[src/rtl/mux_out_fifo_if.sv]
// Handshake and status bundle between the mux source, the output FIFO and its consumer.
interface mux_out_fifo_if #(
  parameter int DATA_WIDTH = 12,
  parameter int ADDR_WIDTH = 3
);
  logic                  push;
  logic [DATA_WIDTH-1:0] data_in;
  logic                  pop;
  logic [DATA_WIDTH-1:0] data_out;
  logic                  valid_out;
  logic                  full;
  logic                  empty;
  logic                  almost_full;
  logic                  almost_empty;
  logic                  overflow;
  logic                  underflow;
  logic [ADDR_WIDTH:0]   count;

  // Driver side: issues push/pop and consumes data and status.
  modport master (
    output push, data_in, pop,
    input  data_out, valid_out, full, empty, almost_full, almost_empty,
           overflow, underflow, count
  );

  // FIFO side.
  modport slave (
    input  push, data_in, pop,
    output data_out, valid_out, full, empty, almost_full, almost_empty,
           overflow, underflow, count
  );
endinterface

[src/rtl/mux_out_fifo.sv]
// Output buffer behind the 4:1 data mux: in-order storage, registered read
// port with one-cycle latency, occupancy flags and sticky over/underflow.
module mux_out_fifo #(
  parameter int DATA_WIDTH = 12,
  parameter int DEPTH      = 8,
  parameter int ADDR_WIDTH = 3,
  parameter int AF_THRESH  = 6,
  parameter int AE_THRESH  = 2
) (
  input logic          clk,
  input logic          reset,
  mux_out_fifo_if.slave bus
);

  localparam logic [ADDR_WIDTH:0] DEPTH_CNT = (ADDR_WIDTH+1)'(DEPTH);
  localparam logic [ADDR_WIDTH:0] AF_CNT    = (ADDR_WIDTH+1)'(AF_THRESH);
  localparam logic [ADDR_WIDTH:0] AE_CNT    = (ADDR_WIDTH+1)'(AE_THRESH);

  logic [DATA_WIDTH-1:0] mem_q [DEPTH];

  logic [ADDR_WIDTH-1:0] wr_ptr_q, wr_ptr_d;
  logic [ADDR_WIDTH-1:0] rd_ptr_q, rd_ptr_d;
  logic [ADDR_WIDTH:0]   count_q, count_d;
  logic [DATA_WIDTH-1:0] data_out_q, data_out_d;
  logic                  valid_out_q, valid_out_d;
  logic                  overflow_q, overflow_d;
  logic                  underflow_q, underflow_d;

  logic push_ok;
  logic pop_ok;

  // Accept decisions; a push into a full FIFO is allowed when a pop frees a slot
  // on the same edge. Pop only reads stored words, so no read-through.
  always_comb begin
    pop_ok  = bus.pop && (count_q != '0);
    push_ok = bus.push && ((count_q != DEPTH_CNT) || pop_ok);
  end

  // Next-state for pointers, occupancy, read register and sticky errors.
  always_comb begin
    wr_ptr_d    = wr_ptr_q;
    rd_ptr_d    = rd_ptr_q;
    count_d     = count_q;
    data_out_d  = data_out_q;
    valid_out_d = 1'b0;
    overflow_d  = overflow_q;
    underflow_d = underflow_q;

    if (pop_ok) begin
      data_out_d  = mem_q[rd_ptr_q];
      rd_ptr_d    = rd_ptr_q + 1'b1;
      valid_out_d = 1'b1;
    end
    if (push_ok) begin
      wr_ptr_d = wr_ptr_q + 1'b1;
    end
    if (bus.push && !push_ok) begin
      overflow_d = 1'b1;
    end
    if (bus.pop && !pop_ok) begin
      underflow_d = 1'b1;
    end

    case ({push_ok, pop_ok})
      2'b10:   count_d = count_q + 1'b1;
      2'b01:   count_d = count_q - 1'b1;
      default: count_d = count_q;
    endcase
  end

  // Control state register; reset takes effect immediately, independent of clk.
  always_ff @(posedge clk or posedge reset) begin
    if (reset) begin
      wr_ptr_q    <= '0;
      rd_ptr_q    <= '0;
      count_q     <= '0;
      data_out_q  <= '0;
      valid_out_q <= 1'b0;
      overflow_q  <= 1'b0;
      underflow_q <= 1'b0;
    end else begin
      wr_ptr_q    <= wr_ptr_d;
      rd_ptr_q    <= rd_ptr_d;
      count_q     <= count_d;
      data_out_q  <= data_out_d;
      valid_out_q <= valid_out_d;
      overflow_q  <= overflow_d;
      underflow_q <= underflow_d;
    end
  end

  // Storage array; contents are left unreset since the pointers define validity.
  always_ff @(posedge clk) begin
    if (push_ok) begin
      mem_q[wr_ptr_q] <= bus.data_in;
    end
  end

  // Status flags decode the registered count directly.
  always_comb begin
    bus.data_out     = data_out_q;
    bus.valid_out    = valid_out_q;
    bus.count        = count_q;
    bus.full         = (count_q == DEPTH_CNT);
    bus.empty        = (count_q == '0);
    bus.almost_full  = (count_q >= AF_CNT);
    bus.almost_empty = (count_q <= AE_CNT);
    bus.overflow     = overflow_q;
    bus.underflow    = underflow_q;
  end

endmodule

[src/flat_wrapper.sv]
// flat-port wrapper written by rule: the top's interface ports become plain ports
module mux_out_fifo_flat 
#(
  parameter int DATA_WIDTH = 12,
  parameter int DEPTH      = 8,
  parameter int ADDR_WIDTH = 3,
  parameter int AF_THRESH  = 6,
  parameter int AE_THRESH  = 2
)
  (clk, reset, bus_push, bus_data_in, bus_pop, bus_data_out, bus_valid_out, bus_full, bus_empty, bus_almost_full, bus_almost_empty, bus_overflow, bus_underflow, bus_count);
  mux_out_fifo_if #(.DATA_WIDTH(DATA_WIDTH), .ADDR_WIDTH(ADDR_WIDTH)) bus_i ();
  input logic clk;
  input logic reset;
  input wire logic [$bits(bus_i.push)-1:0] bus_push;
  input wire logic [$bits(bus_i.data_in)-1:0] bus_data_in;
  input wire logic [$bits(bus_i.pop)-1:0] bus_pop;
  output wire logic [$bits(bus_i.data_out)-1:0] bus_data_out;
  output wire logic [$bits(bus_i.valid_out)-1:0] bus_valid_out;
  output wire logic [$bits(bus_i.full)-1:0] bus_full;
  output wire logic [$bits(bus_i.empty)-1:0] bus_empty;
  output wire logic [$bits(bus_i.almost_full)-1:0] bus_almost_full;
  output wire logic [$bits(bus_i.almost_empty)-1:0] bus_almost_empty;
  output wire logic [$bits(bus_i.overflow)-1:0] bus_overflow;
  output wire logic [$bits(bus_i.underflow)-1:0] bus_underflow;
  output wire logic [$bits(bus_i.count)-1:0] bus_count;
  assign bus_i.push = bus_push;
  assign bus_i.data_in = bus_data_in;
  assign bus_i.pop = bus_pop;
  assign bus_data_out = bus_i.data_out;
  assign bus_valid_out = bus_i.valid_out;
  assign bus_full = bus_i.full;
  assign bus_empty = bus_i.empty;
  assign bus_almost_full = bus_i.almost_full;
  assign bus_almost_empty = bus_i.almost_empty;
  assign bus_overflow = bus_i.overflow;
  assign bus_underflow = bus_i.underflow;
  assign bus_count = bus_i.count;
  mux_out_fifo #(.DATA_WIDTH(DATA_WIDTH), .DEPTH(DEPTH), .ADDR_WIDTH(ADDR_WIDTH), .AF_THRESH(AF_THRESH), .AE_THRESH(AE_THRESH)) u_core (.clk(clk), .reset(reset), .bus(bus_i));
endmodule
[config.mk]
export PLATFORM = sky130hd
export DESIGN_NAME = mux_out_fifo_flat
export DESIGN_NICKNAME = d
export VERILOG_FILES = /design/src/rtl/mux_out_fifo_if.sv /design/src/rtl/mux_out_fifo.sv /design/src/flat_wrapper.sv
export SDC_FILE = /design/constraint.sdc
export NUM_CORES = 1
export LEC_CHECK = 0
export CORE_MARGIN = 4
export CORE_UTILIZATION = 25
export CTS_BUF_LIST = sky130_fd_sc_hd__clkbuf_16
export CTS_CLUSTER_DIAMETER = 30
export DETAILED_ROUTE_END_ITERATION = 8
export PLACE_DENSITY = 0.44
export SYNTH_ARGS = -nofsm -noshare
export SYNTH_HDL_FRONTEND = slang
export SYNTH_SLANG_ARGS = --single-unit
[constraint.sdc]
create_clock -name clk -period 4.66 [get_ports clk]
set_input_delay 0.932 -clock clk [delete_from_list [all_inputs] [get_ports clk]]
set_output_delay 0.932 -clock clk [all_outputs]
set_load 0.03 [all_outputs]
==> metrics.txt, run 1 <==
# TYPE chip_impl_metric gauge
chip_impl_metric{name="cell_int_power",unit="mW"} 2.90
chip_impl_info{name="post_synth_most_frequent_cells",value="edfxtp_1 (96), nand2_1 (28), dfrtp_1 (25), mux2_2 (25), mux2i_1 (25)"} 1
chip_impl_info{name="critical-path-slowest-cell",value="clkdlybuf4s50_1"} 1
chip_impl_info{name="worstPathCellList",value="or3_1 -> nor2_1 -> clkdlybuf4s50_1"} 1
chip_impl_metric{name="fraction_of_the_mapped_netlist_area_in_compound_gates",unit="%"} 7.92
chip_impl_metric{name="swShare",unit="%"} 32.1
chip_impl_metric{name="cts_post_setup_buffers_inserted",unit=""} 0
chip_impl_metric{name="grt.total_usage",unit="%"} 10.2
chip_impl_metric{name="clock_power_share",unit="%"} 32.0
chip_impl_metric{name="power.net_switching",unit="mW"} 1.37
chip_impl_metric{name="h_tree_depth",unit=""} 4
chip_impl_metric{name="detailedRoute.firstPassIterationCount",unit=""} 4
chip_impl_metric{name="timing.max_cap.violations",unit=""} 0
chip_impl_metric{name="core_area",unit="µm²"} 19400
chip_impl_metric{name="grt_pass1_wl",unit="µm"} 16600
chip_impl_metric{name="power_per_cell_area",unit="nW/µm²"} 688
chip_impl_metric{name="finalSetupViolCount",unit=""} 0
chip_impl_metric{name="ys_async_sr_fraction",unit="%"} 20.7
chip_impl_info{name="yosys-top-cells-area",value="edfxtp_1 (59%), dfrtp_1 (13%), mux2_2 (5.7%)"} 1
chip_impl_metric{name="top_level_ports",unit=""} 39
chip_impl_metric{name="stdcell_area",unit="µm²"} 6210
chip_impl_metric{name="synth_simple_gate_area_share",unit="%"} 4.43
chip_impl_metric{name="ys_seq_area_share",unit="%"} 71.4
chip_impl_metric{name="worst_ep_required_time",unit="ns"} 3.73
chip_impl_info{name="criticalPathCategory",value="register to output pin"} 1
chip_impl_metric{name="synth_cells",unit=""} 303
chip_impl_metric{name="place.port_buffers",unit=""} 38
chip_impl_metric{name="synth-seq-cells",unit=""} 121
chip_impl_metric{name="ir_worst_vdd",unit="V"} 0.000215
chip_impl_metric{name="fillCellCount",unit=""} 1918
chip_impl_metric{name="number_of_nets_at_the_end_of_the_flow",unit=""} 375
chip_impl_metric{name="synth.yosys.warnings",unit=""} 0
chip_impl_metric{name="antennaDiodeCount",unit=""} 0
chip_impl_metric{name="yosys.area_share.adder",unit="%"} 1.43
chip_impl_info{name="startpoint",value="u_core.bus.count[0]"} 1
chip_impl_metric{name="final-hold-violation-count",unit=""} 0
chip_impl_metric{name="grt_overflow",unit=""} 0
chip_impl_metric{name="clk_pin_slew",unit="ns"} 0.05
chip_impl_metric{name="dpl_cell_area",unit="µm²"} 5590
chip_impl_info{name="end_kind",value="output pin"} 1
chip_impl_metric{name="maxClockFrequency",unit="MHz"} 304
chip_impl_metric{name="cts_inserted_buffers",unit=""} 17
chip_impl_metric{name="post-route-period-util",unit="%"} 70.6
chip_impl_metric{name="worstMarginPinSlew",unit="ns"} 1.21
chip_impl_metric{name="worstSkewPairLatency",unit="ns"} 0.41
chip_impl_info{name="rsz_0062_raised_after_global_routing",value="false"} 1
chip_impl_info{name="synth_top_family_by_area",value="multiplexers"} 1
chip_impl_metric{name="die_area",unit="µm²"} 22000
chip_impl_metric{name="synthXorXnorAreaFrac",unit="%"} 1.07
chip_impl_metric{name="holdBufCountCts",unit=""} 0
chip_impl_metric{name="grt_max_degree",unit=""} 37
chip_impl_info{name="rr_startpoint",value="u_core.bus.count[0]"} 1
chip_impl_metric{name="p_seq_share",unit="%"} 36.1
chip_impl_metric{name="yosys.cell_types.count",unit=""} 35
chip_impl_metric{name="area_growth_syn_to_layout",unit="%"} 26.3
chip_impl_info{name="most_used_standard_cell_by_instance_count_after_synthesis",value="edfxtp_1"} 1
chip_impl_info{name="hold_path_class",value="register to register"} 1
chip_impl_metric{name="vias",unit=""} 2690
chip_impl_metric{name="mappedNetlistArea",unit="µm²"} 4910
chip_impl_metric{name="detail_route.iter0.violations",unit=""} 156
chip_impl_metric{name="clock-skew-final",unit="ns"} 0.00947
chip_impl_metric{name="cts.sinks",unit=""} 121
chip_impl_metric{name="grt_antenna_before_repair",unit=""} 0
chip_impl_metric{name="layout-drive-gt1-share",unit="%"} 18.6
chip_impl_metric{name="critical_path_peak_fanout",unit=""} 9
chip_impl_metric{name="combined_area_of_the_multi_input_logic_cells",unit="µm²"} 1270
chip_impl_metric{name="post_cts_resized",unit=""} 0
chip_impl_info{name="worst_hold_startpoint",value="u_core.bus.overflow"} 1
chip_impl_metric{name="synthesis.nets",unit=""} 324
chip_impl_metric{name="clock_path_buffers",unit=""} 2
chip_impl_metric{name="total_leakage_power",unit="nW"} 2.23
chip_impl_metric{name="cp.arrival",unit="ns"} 2.36
chip_impl_metric{name="synth_top_cell_area_share",unit="%"} 58.7
chip_impl_metric{name="final_period_minus_worst_setup_slack",unit="ns"} 3.29
chip_impl_metric{name="place_congestion",unit=""} 0.743
chip_impl_info{name="cts_tree",value="built"} 1
chip_impl_metric{name="height_of_the_die",unit="µm"} 148
chip_impl_metric{name="fp.dieW",unit="µm"} 148
chip_impl_metric{name="synth_enable_flop_cells",unit=""} 96
chip_impl_info{name="cp_startpoint_kind",value="register"} 1
chip_impl_metric{name="maxSlewViolCount",unit=""} 0
chip_impl_metric{name="route.final.wire_length",unit="µm"} 10400
chip_impl_info{name="status",value="finished, final reports clean"} 1
chip_impl_info{name="postSynth.topFlopCell",value="edfxtp_1"} 1
chip_impl_info{name="netlist.top_cell.by_area",value="edfxtp_1"} 1
chip_impl_metric{name="timing.critical_path.slowest_cell_delay",unit="ns"} 0.70
chip_impl_info{name="clockRootBuffer",value="clkbuf_16"} 1
chip_impl_metric{name="comb_power_share",unit="%"} 31.9
chip_impl_metric{name="final_antenna_violating_net_count",unit=""} 0
chip_impl_metric{name="std_cell_rows",unit=""} 51
chip_impl_metric{name="post_synth_mux_area_share",unit="%"} 10.8
chip_impl_metric{name="finalSetupTns",unit="ns"} 0
chip_impl_metric{name="avgRoutedWirePerCell",unit="µm"} 16.5
chip_impl_metric{name="drc",unit=""} 0
chip_impl_metric{name="post_synth.cell_area_avg",unit="µm²"} 16.2
chip_impl_metric{name="slew_headroom",unit="%"} 19.3
chip_impl_metric{name="layout.area.seq",unit="µm²"} 3510
chip_impl_metric{name="route.detailed.vias_per_inst",unit=""} 4.26
chip_impl_metric{name="dp_hpwl",unit="µm"} 6890
chip_impl_metric{name="initial_utilization",unit="%"} 25.3
chip_impl_metric{name="via_count_of_the_first_global_routing_pass",unit=""} 2753
cell usage in the layout (no fill, tap or decap), drive strengths merged, types with 2 or more instances in the layout:
cell	Yosys	layout
a21o	2	2
a221o	13	13
buf	13	10
bufinv	0	5
clkbuf	3	17
clkdlybuf4s50	0	38
clkinv	0	4
dfrtp	25	25
edfxtp	96	96
ha	4	4
inv	6	10
mux2	25	25
mux2i	25	25
nand2	28	28
nand2b	6	6
nor2	9	9
nor2b	2	2
nor3	2	2
o21ai	14	14
o22ai	13	13
xnor2	5	5
kinds of logic (layout without fill, tap and decap cells):
kind of cell / Yosys count / after routing
simple gates: 50 / 50
fa+ha+maj: 5 / 5
buf+inv: 22 / 85
flops: 121 / 121
compound gates: 49 / 49
xor+xnor: 6 / 6
mux: 50 / 50
power groups by stage:
stage	Sequential, mW	Clock, mW	Combinational (mW)
global route	1.57	1.45	1.48
floorplan	1.66	0	0.808
finish	1.54	1.36	1.36
detailed placement	1.57	0	1.38
global placement	1.56	0	1.39
CTS	1.55	1.39	1.39
metrics by stage:
| stage | power [mW] | instances | hold WS (ns) | setup WS [ns] | utilization [%] |
|---|---|---|---|---|---|
| 5_1_grt | 4.51 | 631 | 0.488 | 1.23 | 32.0 |
| 6_report | 4.27 | 631 | 0.454 | 1.37 | 32.0 |
| 3_5_place_dp | 2.95 | 600 | 0.452 | 1.12 | 28.8 |
| 4_1_cts | 4.33 | 631 | 0.463 | 1.34 | 32.0 |
| 2_1_floorplan | 2.47 | 303 | 0.487 | 1.83 | - |
| 3_3_place_gp | 2.95 | 600 | 0.444 | 1.16 | 28.8 |
final timing paths:
path / to / slack (ns) / cells past startpoint
setup / recovery: bus_full / 1.37 / 3
min in group asynchronous: u_core.bus.data_out[2] / 1.04 / 2
max in group asynchronous: u_core.rd_ptr_q[0] / 2.96 / 2
hold reg to reg: u_core.bus.overflow / 0.45 / 1
setup reg to reg: u_core.bus.count[3] / 1.46 / 10
hold / removal: u_core.bus.overflow / 0.45 / 1
metal layers:
metal  routed length (µm)  GRT usage (%)  vias up
li1                     -              -     1258
met1                 5100           13.8     1353
met2                 4620           15.0       67
met3                  501           3.35       12
met4                  170           4.30        0
met5                    0              0        -
flip-flops by register name, indices dropped and copies added (netlist names):
name,flops
u_core.bus.underflow,1
u_core.bus.valid_out,1
u_core.wr_ptr_q,3
u_core.bus.overflow,1
u_core.bus.data_out,12
u_core.rd_ptr_q,3
u_core.mem_q,96
u_core.bus.count,4
critical path, delay by kind of cell (launching register included):
family / cells / cell delay [ns]
buf+inv: 1 / 0.70
simple gates: 2 / 0.81
flops: 1 / 0.43
layout make-up:
| cell class | instances | share of cell area, % |
|---|---|---|
| inverter | 6 | 0.363 |
| timing repair buffer | 48 | 7.34 |
| multi-input combinational | 160 | 20.5 |
| clock inverter | 14 | 3.06 |
| clock buffer | 17 | 6.85 |
| tap | 265 | 5.34 |
| sequential | 121 | 56.6 |
Power figures use the tool's default switching activity.
==> run 2, diff against run 1 <==
PLACE_DENSITY = 0.45   (was 0.44)
clock period = 2.8 ns   (was 4.66 ns; I/O delays follow)
==> run 2 against run 1 <==
Compared with the run above:
- largest power group unchanged
- first-iteration DRC count is 25% lower
- global-route usage is 0.32 points lower
- utilization is 0.34 points higher
- worst hold slack worse by 0.0016 ns
- sequential share of layout area is 0.59 points lower
- critical endpoint unchanged
==> metrics.txt, run 2 (synthesized netlist as in run 1, its figures left out) <==
# TYPE chip_impl_metric gauge
chip_impl_info{name="status",value="finished, final reports clean"} 1
chip_impl_metric{name="combined_area_of_the_multi_input_logic_cells",unit="µm²"} 1270
chip_impl_info{name="layout_commonest_cell",value="edfxtp_1"} 1
chip_impl_metric{name="place.port_buffers",unit=""} 38
chip_impl_metric{name="worstSkewPairLatency",unit="ns"} 0.41
chip_impl_info{name="cp_startpoint_kind",value="register"} 1
chip_impl_metric{name="total_leakage_power",unit="nW"} 2.25
chip_impl_metric{name="cts.sinks",unit=""} 121
chip_impl_metric{name="h_tree_depth",unit=""} 4
chip_impl_info{name="worst_hold_startpoint",value="u_core.bus.underflow"} 1
chip_impl_metric{name="antennaDiodeCount",unit=""} 0
chip_impl_metric{name="cts_inserted_buffers",unit=""} 17
chip_impl_metric{name="post-route-period-util",unit="%"} 90.9
chip_impl_metric{name="detailedRoute.firstPassIterationCount",unit=""} 4
chip_impl_info{name="clockRootBuffer",value="clkbuf_16"} 1
chip_impl_metric{name="grt_antenna_before_repair",unit=""} 0
chip_impl_metric{name="r2r_slack",unit="ns"} 0.32
chip_impl_metric{name="route.final.wire_length",unit="µm"} 10100
chip_impl_metric{name="finalSetupTns",unit="ns"} 0
chip_impl_metric{name="maxClockFrequency",unit="MHz"} 393
chip_impl_metric{name="top_level_ports",unit=""} 39
chip_impl_metric{name="number_of_nets_at_the_end_of_the_flow",unit=""} 383
chip_impl_info{name="rsz_0062_raised_after_global_routing",value="false"} 1
chip_impl_metric{name="cp.arrival",unit="ns"} 1.99
chip_impl_metric{name="core_area",unit="µm²"} 19400
chip_impl_metric{name="slew_headroom",unit="%"} 57.3
chip_impl_metric{name="finalSetupViolCount",unit=""} 0
chip_impl_info{name="end_kind",value="output pin"} 1
chip_impl_metric{name="area_growth_syn_to_layout",unit="%"} 27.6
chip_impl_info{name="rr_startpoint",value="u_core.bus.count[2]"} 1
chip_impl_metric{name="worst_ep_required_time",unit="ns"} 2.24
chip_impl_info{name="most_frequent_cells_in_the_layout",value="edfxtp_1 (96), clkdlybuf4s50_1 (36), nand2_1 (28), mux2i_1 (25), mux2_2 (25)"} 1
chip_impl_metric{name="fp.dieW",unit="µm"} 148
chip_impl_metric{name="detailedPlace.worstSlack",unit="ns"} 0.160
chip_impl_metric{name="clock_path_buffers",unit=""} 2
chip_impl_metric{name="grt_overflow",unit=""} 0
chip_impl_metric{name="whs_path_depth",unit=""} 1
chip_impl_metric{name="maxSlewViolCount",unit=""} 0
chip_impl_metric{name="grt_pass1_wl",unit="µm"} 15900
chip_impl_metric{name="std_cell_rows",unit=""} 51
chip_impl_metric{name="avgRoutedWirePerCell",unit="µm"} 15.8
chip_impl_metric{name="grt_max_degree",unit=""} 43
chip_impl_metric{name="fillCellCount",unit=""} 1920
chip_impl_info{name="worst_r2r_endpoint",value="u_core.bus.count[3]"} 1
chip_impl_metric{name="clk_pin_slew",unit="ns"} 0.05
chip_impl_info{name="capture_endpoint_of_the_worst_hold_path",value="u_core.bus.underflow"} 1
chip_impl_info{name="hold_path_class",value="register to register"} 1
chip_impl_metric{name="final_period_minus_worst_setup_slack",unit="ns"} 2.55
chip_impl_metric{name="dp_hpwl",unit="µm"} 6390
chip_impl_info{name="criticalPathCategory",value="register to output pin"} 1
chip_impl_metric{name="final-hold-violation-count",unit=""} 0
chip_impl_metric{name="layout.area.seq",unit="µm²"} 3510
chip_impl_metric{name="height_of_the_die",unit="µm"} 148
chip_impl_metric{name="r2r.worst_path.cells",unit=""} 10
chip_impl_info{name="top_register",value="u_core.mem_q"} 1
chip_impl_metric{name="ir_worst_vdd",unit="V"} 0.000432
chip_impl_metric{name="critical_path_peak_fanout",unit=""} 8
chip_impl_metric{name="layout-drive-gt1-share",unit="%"} 20.5
chip_impl_metric{name="detail_route.iter0.violations",unit=""} 117
chip_impl_metric{name="worstMarginPinSlew",unit="ns"} 0.640
chip_impl_metric{name="number_of_flip_flops_in_the_largest_register",unit=""} 96
chip_impl_info{name="cts_tree",value="built"} 1
chip_impl_metric{name="initial_utilization",unit="%"} 25.3
chip_impl_metric{name="vias",unit=""} 2681
chip_impl_metric{name="drc",unit=""} 0
chip_impl_metric{name="via_count_of_the_first_global_routing_pass",unit=""} 2723
chip_impl_metric{name="clock-skew-final",unit="ns"} 0.00674
chip_impl_metric{name="holdBufCountCts",unit=""} 0
chip_impl_metric{name="die_area",unit="µm²"} 22000
chip_impl_metric{name="route.detailed.vias_per_inst",unit=""} 4.19
chip_impl_metric{name="grt.total_usage",unit="%"} 9.86
chip_impl_metric{name="timing.max_cap.violations",unit=""} 0
chip_impl_metric{name="power_per_cell_area",unit="nW/µm²"} 1120
chip_impl_metric{name="timing.final.ws_setup",unit="ns"} 0.255
chip_impl_metric{name="final_antenna_violating_net_count",unit=""} 0
chip_impl_metric{name="place_congestion",unit=""} 0.729
-- run 2: cell types whose count changed in the layout (fill, tap and decap cells not counted), sizes merged --
| cell | change |
|---|---|
| clkinv | +3 |
| buf | +8 |
| inv | -3 |
| bufinv | -2 |
| dlygate4sd2 | +2 |
| clkdlybuf4s50 | -2 |
| clkinvlp | +3 |
-- run 2: per-layer routing --
metal	share of wire (%)	track usage (%)
met1	45	12.2
met2	48	15.6
met3	4.0	3.17
met4	2.3	4.94
met5	0	0
-- run 2: worst max path at each step --
stage / from / end / slack, ns / cells past startpoint
2_1_floorplan: u_core.bus.count[0] / u_core.bus.count[3] / 0.11 / 11
3_3_place_gp: bus_pop / u_core.bus.count[3] / 0.22 / 10
3_5_place_dp: bus_pop / u_core.bus.count[3] / 0.16 / 10
4_1_cts: u_core.bus.count[2] / bus_full / 0.21 / 4
5_1_grt: u_core.bus.count[2] / bus_empty / 0.17 / 4
6_report: u_core.bus.count[2] / bus_full / 0.25 / 4
-- run 2: cell type report --
| class | instances | area share, % |
|---|---|---|
| inverters | 6 | 0.359 |
| flip-flops and latches | 121 | 56.0 |
| clock buffers | 17 | 6.78 |
| repair buffers | 56 | 8.78 |
| multi-input cells | 160 | 20.3 |
| clock inverters | 15 | 2.55 |
| well taps | 265 | 5.29 |
-- run 2: metrics by stage --
step                total power, mW  utilization (%)  instances  hold WS (ns)  instance area (µm²)
floorplan                      4.11                -        303         0.487                 4910
global placement               4.92             29.3        608         0.439                 5690
detailed placement             4.96             29.3        608         0.443                 5690
CTS                            7.13             32.3        640         0.456                 6270
global route                   7.39             32.3        640         0.474                 6270
finish                         7.00             32.3        640         0.453                 6270
-- run 2: timing repair --
item | 4_1_cts | 5_1_grt
setup buffers | 0 | 0
endpoints found under the setup margin | 2 | 0
resized for setup | 2 | 0
-- run 2: report_power, final --
group / leakage (nW) / internal, mW / total (mW) / switching, mW
registers: 1.17 / 2.31 / 2.52 / 0.206
logic: 0.812 / 1.03 / 2.34 / 1.31
clock network: 0.274 / 1.38 / 2.14 / 0.765
-- run 2: worst max-delay path, stage by stage, from the launching register on --
cell           delay, ns
dfrtp_1             0.44
or3_1               0.39
buf_4               0.20
nor2_1              0.12
dlygate4sd2_1       0.42
==> run 3, diff against run 2 <==
SLEW_MARGIN = 15   (was default)
==> results of run 3 <==
The final DEF is identical to that of run 2; final timing and power are the same.
